`src/rtl/stereo_panner_pkg.sv`:
```
// Shared encodings, widths and the gain-scaling helper for the stereo panner.
// The aural encodings match those produced by the stereo MCU.
package stereo_panner_pkg;

    localparam int SAMPLE_W = 16;
    localparam int GAIN_W   = 4;
    localparam int GAIN_MAX = 1 << GAIN_W;
    localparam int PROD_W   = SAMPLE_W + GAIN_W + 1;

    // bit1 = left on, bit0 = right on
    typedef enum logic [1:0] {
        AURAL_MUTE  = 2'b00,
        AURAL_RIGHT = 2'b01,
        AURAL_LEFT  = 2'b10,
        AURAL_BOTH  = 2'b11
    } aural_e;

    typedef logic signed [SAMPLE_W-1:0] sample_t;
    typedef logic        [GAIN_W:0]     gain_t;

    // sample * gain / GAIN_MAX with floor rounding. Gain never exceeds unity,
    // so the truncated result always fits (including -32768 at unity).
    function automatic sample_t scale(input sample_t s, input gain_t g);
        logic signed [PROD_W-1:0] p;
        p = PROD_W'(s) * $signed(PROD_W'(g));
        return SAMPLE_W'(p >>> GAIN_W);
    endfunction

endpackage

```
`src/rtl/stereo_panner_if.sv`:
```
// Sample/aural bus between the MCU side (master) and the panner (slave).
interface stereo_panner_if;
    import stereo_panner_pkg::*;

    aural_e  aural_state;
    sample_t sample_in;
    logic    sample_valid;
    sample_t left_out;
    sample_t right_out;
    logic    out_valid;
    logic    ramp_busy;

    modport master (
        output aural_state, sample_in, sample_valid,
        input  left_out, right_out, out_valid, ramp_busy
    );

    modport slave (
        input  aural_state, sample_in, sample_valid,
        output left_out, right_out, out_valid, ramp_busy
    );

endinterface

```
`src/rtl/stereo_panner_gain_ramp.sv`:
```
// Per-channel gain register that walks one step toward 0 or unity on each
// accepted sample. Ramp rate is counted in samples, not clocks.
module gain_ramp #(
    parameter int GAIN_W = 4
) (
    input  logic            clk,
    input  logic            rst,
    input  logic            step_en,
    input  logic            target_on,
    output logic [GAIN_W:0] gain,
    output logic            busy
);

    localparam logic [GAIN_W:0] GAIN_MAX = {1'b1, {GAIN_W{1'b0}}};
    localparam logic [GAIN_W:0] ONE      = (GAIN_W+1)'(1);

    logic [GAIN_W:0] gain_q, gain_d;
    logic [GAIN_W:0] tgt;

    assign tgt  = target_on ? GAIN_MAX : '0;
    assign busy = (gain_q != tgt);
    assign gain = gain_q;

    // Step toward target; the target itself is the bound, so no wrap is possible.
    always_comb begin
        gain_d = gain_q;
        if (step_en) begin
            if (gain_q < tgt)      gain_d = gain_q + ONE;
            else if (gain_q > tgt) gain_d = gain_q - ONE;
        end
    end

    // Gain register, unity out of reset.
    always_ff @(posedge clk) begin
        if (rst) gain_q <= GAIN_MAX;
        else     gain_q <= gain_d;
    end

endmodule

```
`src/rtl/stereo_panner.sv`:
```
// Mono-to-stereo panner: stage 1 captures the sample with the pre-step gains,
// stage 2 scales both channels and registers the outputs.
module stereo_panner
    import stereo_panner_pkg::*;
(
    input  logic              clk,
    input  logic              rst,
    stereo_panner_if.slave    bus
);

    logic [1:0] aural;
    gain_t      gain_l, gain_r;
    logic       busy_l, busy_r;

    assign aural = bus.aural_state;

    gain_ramp #(.GAIN_W(GAIN_W)) u_ramp_l (
        .clk       (clk),
        .rst       (rst),
        .step_en   (bus.sample_valid),
        .target_on (aural[1]),
        .gain      (gain_l),
        .busy      (busy_l)
    );

    gain_ramp #(.GAIN_W(GAIN_W)) u_ramp_r (
        .clk       (clk),
        .rst       (rst),
        .step_en   (bus.sample_valid),
        .target_on (aural[0]),
        .gain      (gain_r),
        .busy      (busy_r)
    );

    // vld_pipe[1]: stage-1 holds a sample; vld_pipe[2]: outputs updated this cycle
    logic [2:1] vld_pipe_q, vld_pipe_d;
    sample_t    s1_sample_q, s1_sample_d;
    gain_t      s1_gain_l_q, s1_gain_l_d;
    gain_t      s1_gain_r_q, s1_gain_r_d;
    sample_t    left_q, left_d;
    sample_t    right_q, right_d;

    // Next-state for both pipeline stages; data registers hold when idle.
    always_comb begin
        vld_pipe_d  = {vld_pipe_q[1], bus.sample_valid};
        s1_sample_d = s1_sample_q;
        s1_gain_l_d = s1_gain_l_q;
        s1_gain_r_d = s1_gain_r_q;
        left_d      = left_q;
        right_d     = right_q;
        if (bus.sample_valid) begin
            s1_sample_d = bus.sample_in;
            s1_gain_l_d = gain_l;
            s1_gain_r_d = gain_r;
        end
        if (vld_pipe_q[1]) begin
            left_d  = scale(s1_sample_q, s1_gain_l_q);
            right_d = scale(s1_sample_q, s1_gain_r_q);
        end
    end

    // Pipeline registers; reset drops anything in flight.
    always_ff @(posedge clk) begin
        if (rst) begin
            vld_pipe_q  <= '0;
            s1_sample_q <= '0;
            s1_gain_l_q <= '0;
            s1_gain_r_q <= '0;
            left_q      <= '0;
            right_q     <= '0;
        end else begin
            vld_pipe_q  <= vld_pipe_d;
            s1_sample_q <= s1_sample_d;
            s1_gain_l_q <= s1_gain_l_d;
            s1_gain_r_q <= s1_gain_r_d;
            left_q      <= left_d;
            right_q     <= right_d;
        end
    end

    assign bus.left_out  = left_q;
    assign bus.right_out = right_q;
    assign bus.out_valid = vld_pipe_q[2];
    assign bus.ramp_busy = busy_l | busy_r;

endmodule

```
`src/flat_wrapper.sv`:
```
// flat-port wrapper written by rule: the top's interface ports become plain ports
module stereo_panner_flat import stereo_panner_pkg::*;
  (clk, rst, bus_aural_state, bus_sample_in, bus_sample_valid, bus_left_out, bus_right_out, bus_out_valid, bus_ramp_busy);
  stereo_panner_if bus_i ();
  input  logic clk;
  input  logic rst;
  input wire logic [$bits(bus_i.aural_state)-1:0] bus_aural_state;
  input wire logic [$bits(bus_i.sample_in)-1:0] bus_sample_in;
  input wire logic [$bits(bus_i.sample_valid)-1:0] bus_sample_valid;
  output wire logic [$bits(bus_i.left_out)-1:0] bus_left_out;
  output wire logic [$bits(bus_i.right_out)-1:0] bus_right_out;
  output wire logic [$bits(bus_i.out_valid)-1:0] bus_out_valid;
  output wire logic [$bits(bus_i.ramp_busy)-1:0] bus_ramp_busy;
  assign bus_i.aural_state = bus_aural_state;
  assign bus_i.sample_in = bus_sample_in;
  assign bus_i.sample_valid = bus_sample_valid;
  assign bus_left_out = bus_i.left_out;
  assign bus_right_out = bus_i.right_out;
  assign bus_out_valid = bus_i.out_valid;
  assign bus_ramp_busy = bus_i.ramp_busy;
  stereo_panner u_core (.clk(clk), .rst(rst), .bus(bus_i));
endmodule
```
`config.mk`:
```
export PLATFORM = sky130hd
export DESIGN_NAME = stereo_panner_flat
export DESIGN_NICKNAME = d
export VERILOG_FILES = /design/src/rtl/stereo_panner_pkg.sv /design/src/rtl/stereo_panner_if.sv /design/src/rtl/stereo_panner_gain_ramp.sv /design/src/rtl/stereo_panner.sv /design/src/flat_wrapper.sv
export SDC_FILE = /design/constraint.sdc
export NUM_CORES = 1
export LEC_CHECK = 0
export ABC_AREA = 1
export BUFFER_PORTS_ARGS = -buffer_cell sky130_fd_sc_hd__buf_4
export CAP_MARGIN = 20
export CORE_MARGIN = 2
export CORE_UTILIZATION = 35
export CTS_CLUSTER_SIZE = 20
export DETAILED_ROUTE_END_ITERATION = 10
export GPL_ROUTABILITY_DRIVEN = 0
export SLEW_MARGIN = 20
export SYNTH_ARGS = -nofsm -noshare
export SYNTH_HDL_FRONTEND = slang
export SYNTH_SLANG_ARGS = --single-unit
```
`constraint.sdc`:
```
create_clock -name clk -period 4.5 [get_ports clk]
set_input_delay 0.225 -clock clk [delete_from_list [all_inputs] [get_ports clk]]
set_output_delay 0.225 -clock clk [all_outputs]
set_load 0.01 [all_outputs]
```
==> summary.md <==
| Metric | Value |
|---|---|
| Relative slew slack | `52.26%` |
| Area share of the leading cell type in the synthesized netlist | `21.72%` |
| R2r worst-path depth | `15` |
| Share of the yosys chip area belonging to registers | `16.17%` |
| Syn. warnings | `0` |
| Bufs on Longest Clock Path | `2` |
| Number of top-level design ports | `55` |
| Endpoints failing setup | `0` |
| Ratio of cells with drive above 1 in the final layout | `5.967%` |
| Delay of the slowest critical-path stage | `680 ps` |
| Worst endpoint data arrival time | `4250 ps` |
| Number of vias per cell after detailed routing | `4.472` |
| Detail Route Antenna Nets | `0` |
| Endpoint required time on the critical path | `4740 ps` |
| Final non-filler cell area | `9579 um2` |
| Via count of the routed design | `7370` |
| Crit-path slowest cell | `sky130_fd_sc_hd__dfxtp_1` |
| Signed area change from the synthesized netlist to the final layout | `10.56%` |
| Footprint of the flip-flops and latches | `1403 um2` |
| Count of buffers added by post-CTS timing repair for setup | `0` |
| Number of placement rows | `57` |
| Leakage power total | `6.063 nW` |
| Status | `completed` |
| Number of cells on the critical path | `15` |
| Multi-input gate area in the final layout | `5707 um2` |
| Vias in the first global route | `7206` |
| Per-cell routed wire length | `12.26 um` |
| Type of the tightest min-delay check | `in2reg` |
| Distinct cell type count of the synthesized netlist | `32` |
| HPWL after detailed placement | `16000 um` |
| Avg Synthesized Cell Area | `6.660 um2` |
| Startpoint kind of the worst setup timing path | `register` |
| Clock H-tree levels | `3` |
| Later-pin clock latency in the skew report | `350 ps` |
| Crit path cell chain | `nand2_1 -> fa_1 -> inv_1 -> fa_1 -> inv_1 -> fa_1 -> inv_1 -> ha_1 -> nand2_1 -> nor4_1 -> nand2_1 -> nand3_1 -> nand3_1 -> nand2_1 -> inv_1` |
| Ys async rst share | `0%` |
| Maximum net fanout on the critical path | `16` |
| Total track usage | `16.59%` |
| Worst setup EP type | `register` |
| Transition time at the pin with the least slew margin | `715.1 ps` |
| End of the worst register-to-register path | `u_core.bus.right_out[14]` |
| TritonRoute pass-1 iters | `5` |
| Total of hold buffers inserted after clock tree synthesis | `0` |
| Worst path top cell family by delay | `adder cells` |
| CTS root buf | `sky130_fd_sc_hd__clkbuf_16` |
| Start point of the critical path | `u_core.s1_gain_r_q[0]` |
| Violation count after the first detailed-route iteration | `468` |
| Synth Cell Area | `8665 um2` |
| Sum of overflow across all layers after global routing | `0` |
| Global-route wire length before repair | `35050 um` |
| Syn Inst Count | `1301` |
| # diodes | `0` |
| Critical path type | `reg2reg` |
| Final critical-path share of the clock period | `88.97%` |
| Clock tree from TritonCTS | `built` |
| Fill count | `2592` |
| Power density normalized to cell area | `235.9 nW/um2` |
| Dominant cell type by area after synthesis | `sky130_fd_sc_hd__fa_1` |
| Setup Skew | `9.370 ps` |
| Startpoint of the worst-slack reg-to-reg timing path | `u_core.s1_gain_r_q[0]` |
| Flops & latches, synth | `70` |
| PortBufs | `54` |
| Count of flip-flops with a built-in enable after synthesis | `0` |
| Post-synth net total | `1492` |
| Number of max-cap violations | `0` |
| Floorplan die area | `26030 um2` |
| Reg2Reg Setup Slack | `500 ps` |
| Ys flop type | `sky130_fd_sc_hd__dfxtp_1` |
| DRC violation count after routing | `0` |
| Die H | `161.3 um` |
| CTS sink cnt | `70` |
| Final hold vios | `0` |
| Total Wirelength | `20210 um` |
| Critical Path Sink | `u_core.bus.right_out[14]` |
| Final max-slew violation count | `0` |
| Max Clock Freq | `249.8 MHz` |
| Layout Nets | `1510` |
| Minimum clock period after layout | `4004 ps` |
| Final-layout setup total negative slack | `0 ps` |
| Maximum number of pins on one net before global-route repair | `40` |
| Number of gates given a new drive strength after cts | `0` |
| Initial Util | `35.63%` |
| CORE AREA | `24320 um2` |
| Cell Area, Placed | `9301 um2` |
| RSZ-0062 raised after global routing | `false` |
| Largest cells by area after synthesis | `sky130_fd_sc_hd__fa_1 (22%), sky130_fd_sc_hd__dfxtp_1 (16%), sky130_fd_sc_hd__inv_1 (16%)` |
| Maximum vdd drop | `0.1584 mV` |
| Initial antenna violation count | `0` |
| Overall die width | `161.3 um` |
| Number of buffers created by CTS | `9` |
| Clock-pin slew of the registers on the worst-case setup and hold paths | `60 ps` |
| Worst path bufs/invs | `4` |
==> worst register-to-register path, stage by stage (launching register included) <==
cell and delay [ps]:
sky130_fd_sc_hd__dfxtp_1 680, sky130_fd_sc_hd__nand2_1 250, sky130_fd_sc_hd__fa_1 530, sky130_fd_sc_hd__inv_1 50, sky130_fd_sc_hd__fa_1 520, sky130_fd_sc_hd__inv_1 60
sky130_fd_sc_hd__fa_1 570, sky130_fd_sc_hd__inv_1 60, sky130_fd_sc_hd__ha_1 360, sky130_fd_sc_hd__nand2_1 140, sky130_fd_sc_hd__nor4_1 290, sky130_fd_sc_hd__nand2_1 100
sky130_fd_sc_hd__nand3_1 80, sky130_fd_sc_hd__nand3_1 80, sky130_fd_sc_hd__nand2_1 90, sky130_fd_sc_hd__inv_1 40
==> Yosys cell counts (11+ instances only) <==
cell type	n
sky130_fd_sc_hd__clkbuf_1	43
sky130_fd_sc_hd__xnor2_1	11
sky130_fd_sc_hd__xor2_1	14
sky130_fd_sc_hd__ha_1	76
sky130_fd_sc_hd__nand2_1	281
sky130_fd_sc_hd__o21ai_0	72
sky130_fd_sc_hd__fa_1	94
sky130_fd_sc_hd__a21oi_1	53
sky130_fd_sc_hd__nand3_1	38
sky130_fd_sc_hd__dfxtp_1	70
sky130_fd_sc_hd__nor2_1	144
sky130_fd_sc_hd__inv_1	359
==> report_power, final <==
part | internal [mW] | switching [mW]
Combinational | 0.318 | 0.443
Clock | 0.389 | 0.299
Sequential | 0.684 | 0.126
Total | 1.39 | 0.869
==> routing by layer <==
metal,global-route usage [%],part of all wire (%)
met4,3.247,0.99
met1,22.74,48
met3,2.337,4.5
met2,28.05,46
met5,0,0
==> sequential cells by signal (all words and copies together) (netlist names) <==
register	count
u_core.vld_pipe_q	2
u_core.s1_gain_r_q	5
u_core.u_ramp_r.gain	5
u_core.bus.left_out	16
u_core.s1_sample_q	16
u_core.bus.right_out	16
u_core.s1_gain_l_q	5
u_core.u_ramp_l.gain	5
==> per-stage QoR <==
stage	cells	setup slack, ps	hold WS (ps)	util (%)	total power, mW
final	1648	496.2	101.3	39.39	2.260
after global routing	1648	158.5	99.88	39.39	2.454
after CTS	1648	476.2	92.67	39.39	2.295
after detailed placement	1632	505.3	453.3	38.25	1.588
after global placement	1632	539.6	448.9	38.25	1.579
after floorplan	1301	817.5	359.9	-	1.369
==> layout by cell type (no fill, tap or decap), drive strengths merged, types with 11 or more instances in the layout <==
master    n
clkbuf   11
ha       76
nand3    38
nor2    145
buf      58
nand2   284
xnor2    11
dfxtp    70
a21oi    53
inv     359
xor2     14
o21ai    76
fa       94
==> how the worst min path moves through the flow <==
stage                             end              start  cells after the start
4_1_cts         u_core.s1_sample_q[9]   bus_sample_in[9]                      3
2_1_floorplan  u_core.s1_sample_q[15]  bus_sample_in[15]                      2
6_report        u_core.s1_sample_q[2]   bus_sample_in[2]                      3
5_1_grt        u_core.s1_sample_q[14]  bus_sample_in[14]                      3
3_3_place_gp    u_core.s1_sample_q[3]   bus_sample_in[3]                      3
3_5_place_dp    u_core.s1_sample_q[1]   bus_sample_in[1]                      3
==> final cells by class <==
cell class                      count  area share, %
Clock inverter                      5         0.3657
Inverter                          360          14.11
Multi-Input combinational cell    820          59.57
Clock buffer                       11          2.534
Timing Repair Buffer               58          4.545
Tap cell                          324          4.232
Sequential cell                    70          14.64
==> cells by family after synthesis <==
logic type	synth area share, %
AND/OR/NAND/NOR	22.43
buffers and inverters	17.96
adder cells (fa/ha/maj)	32.69
AO/OA/AOI/OAI	8.217
flip-flops	16.17
XOR/XNOR	2.527
(Power assumes the default switching activity.)
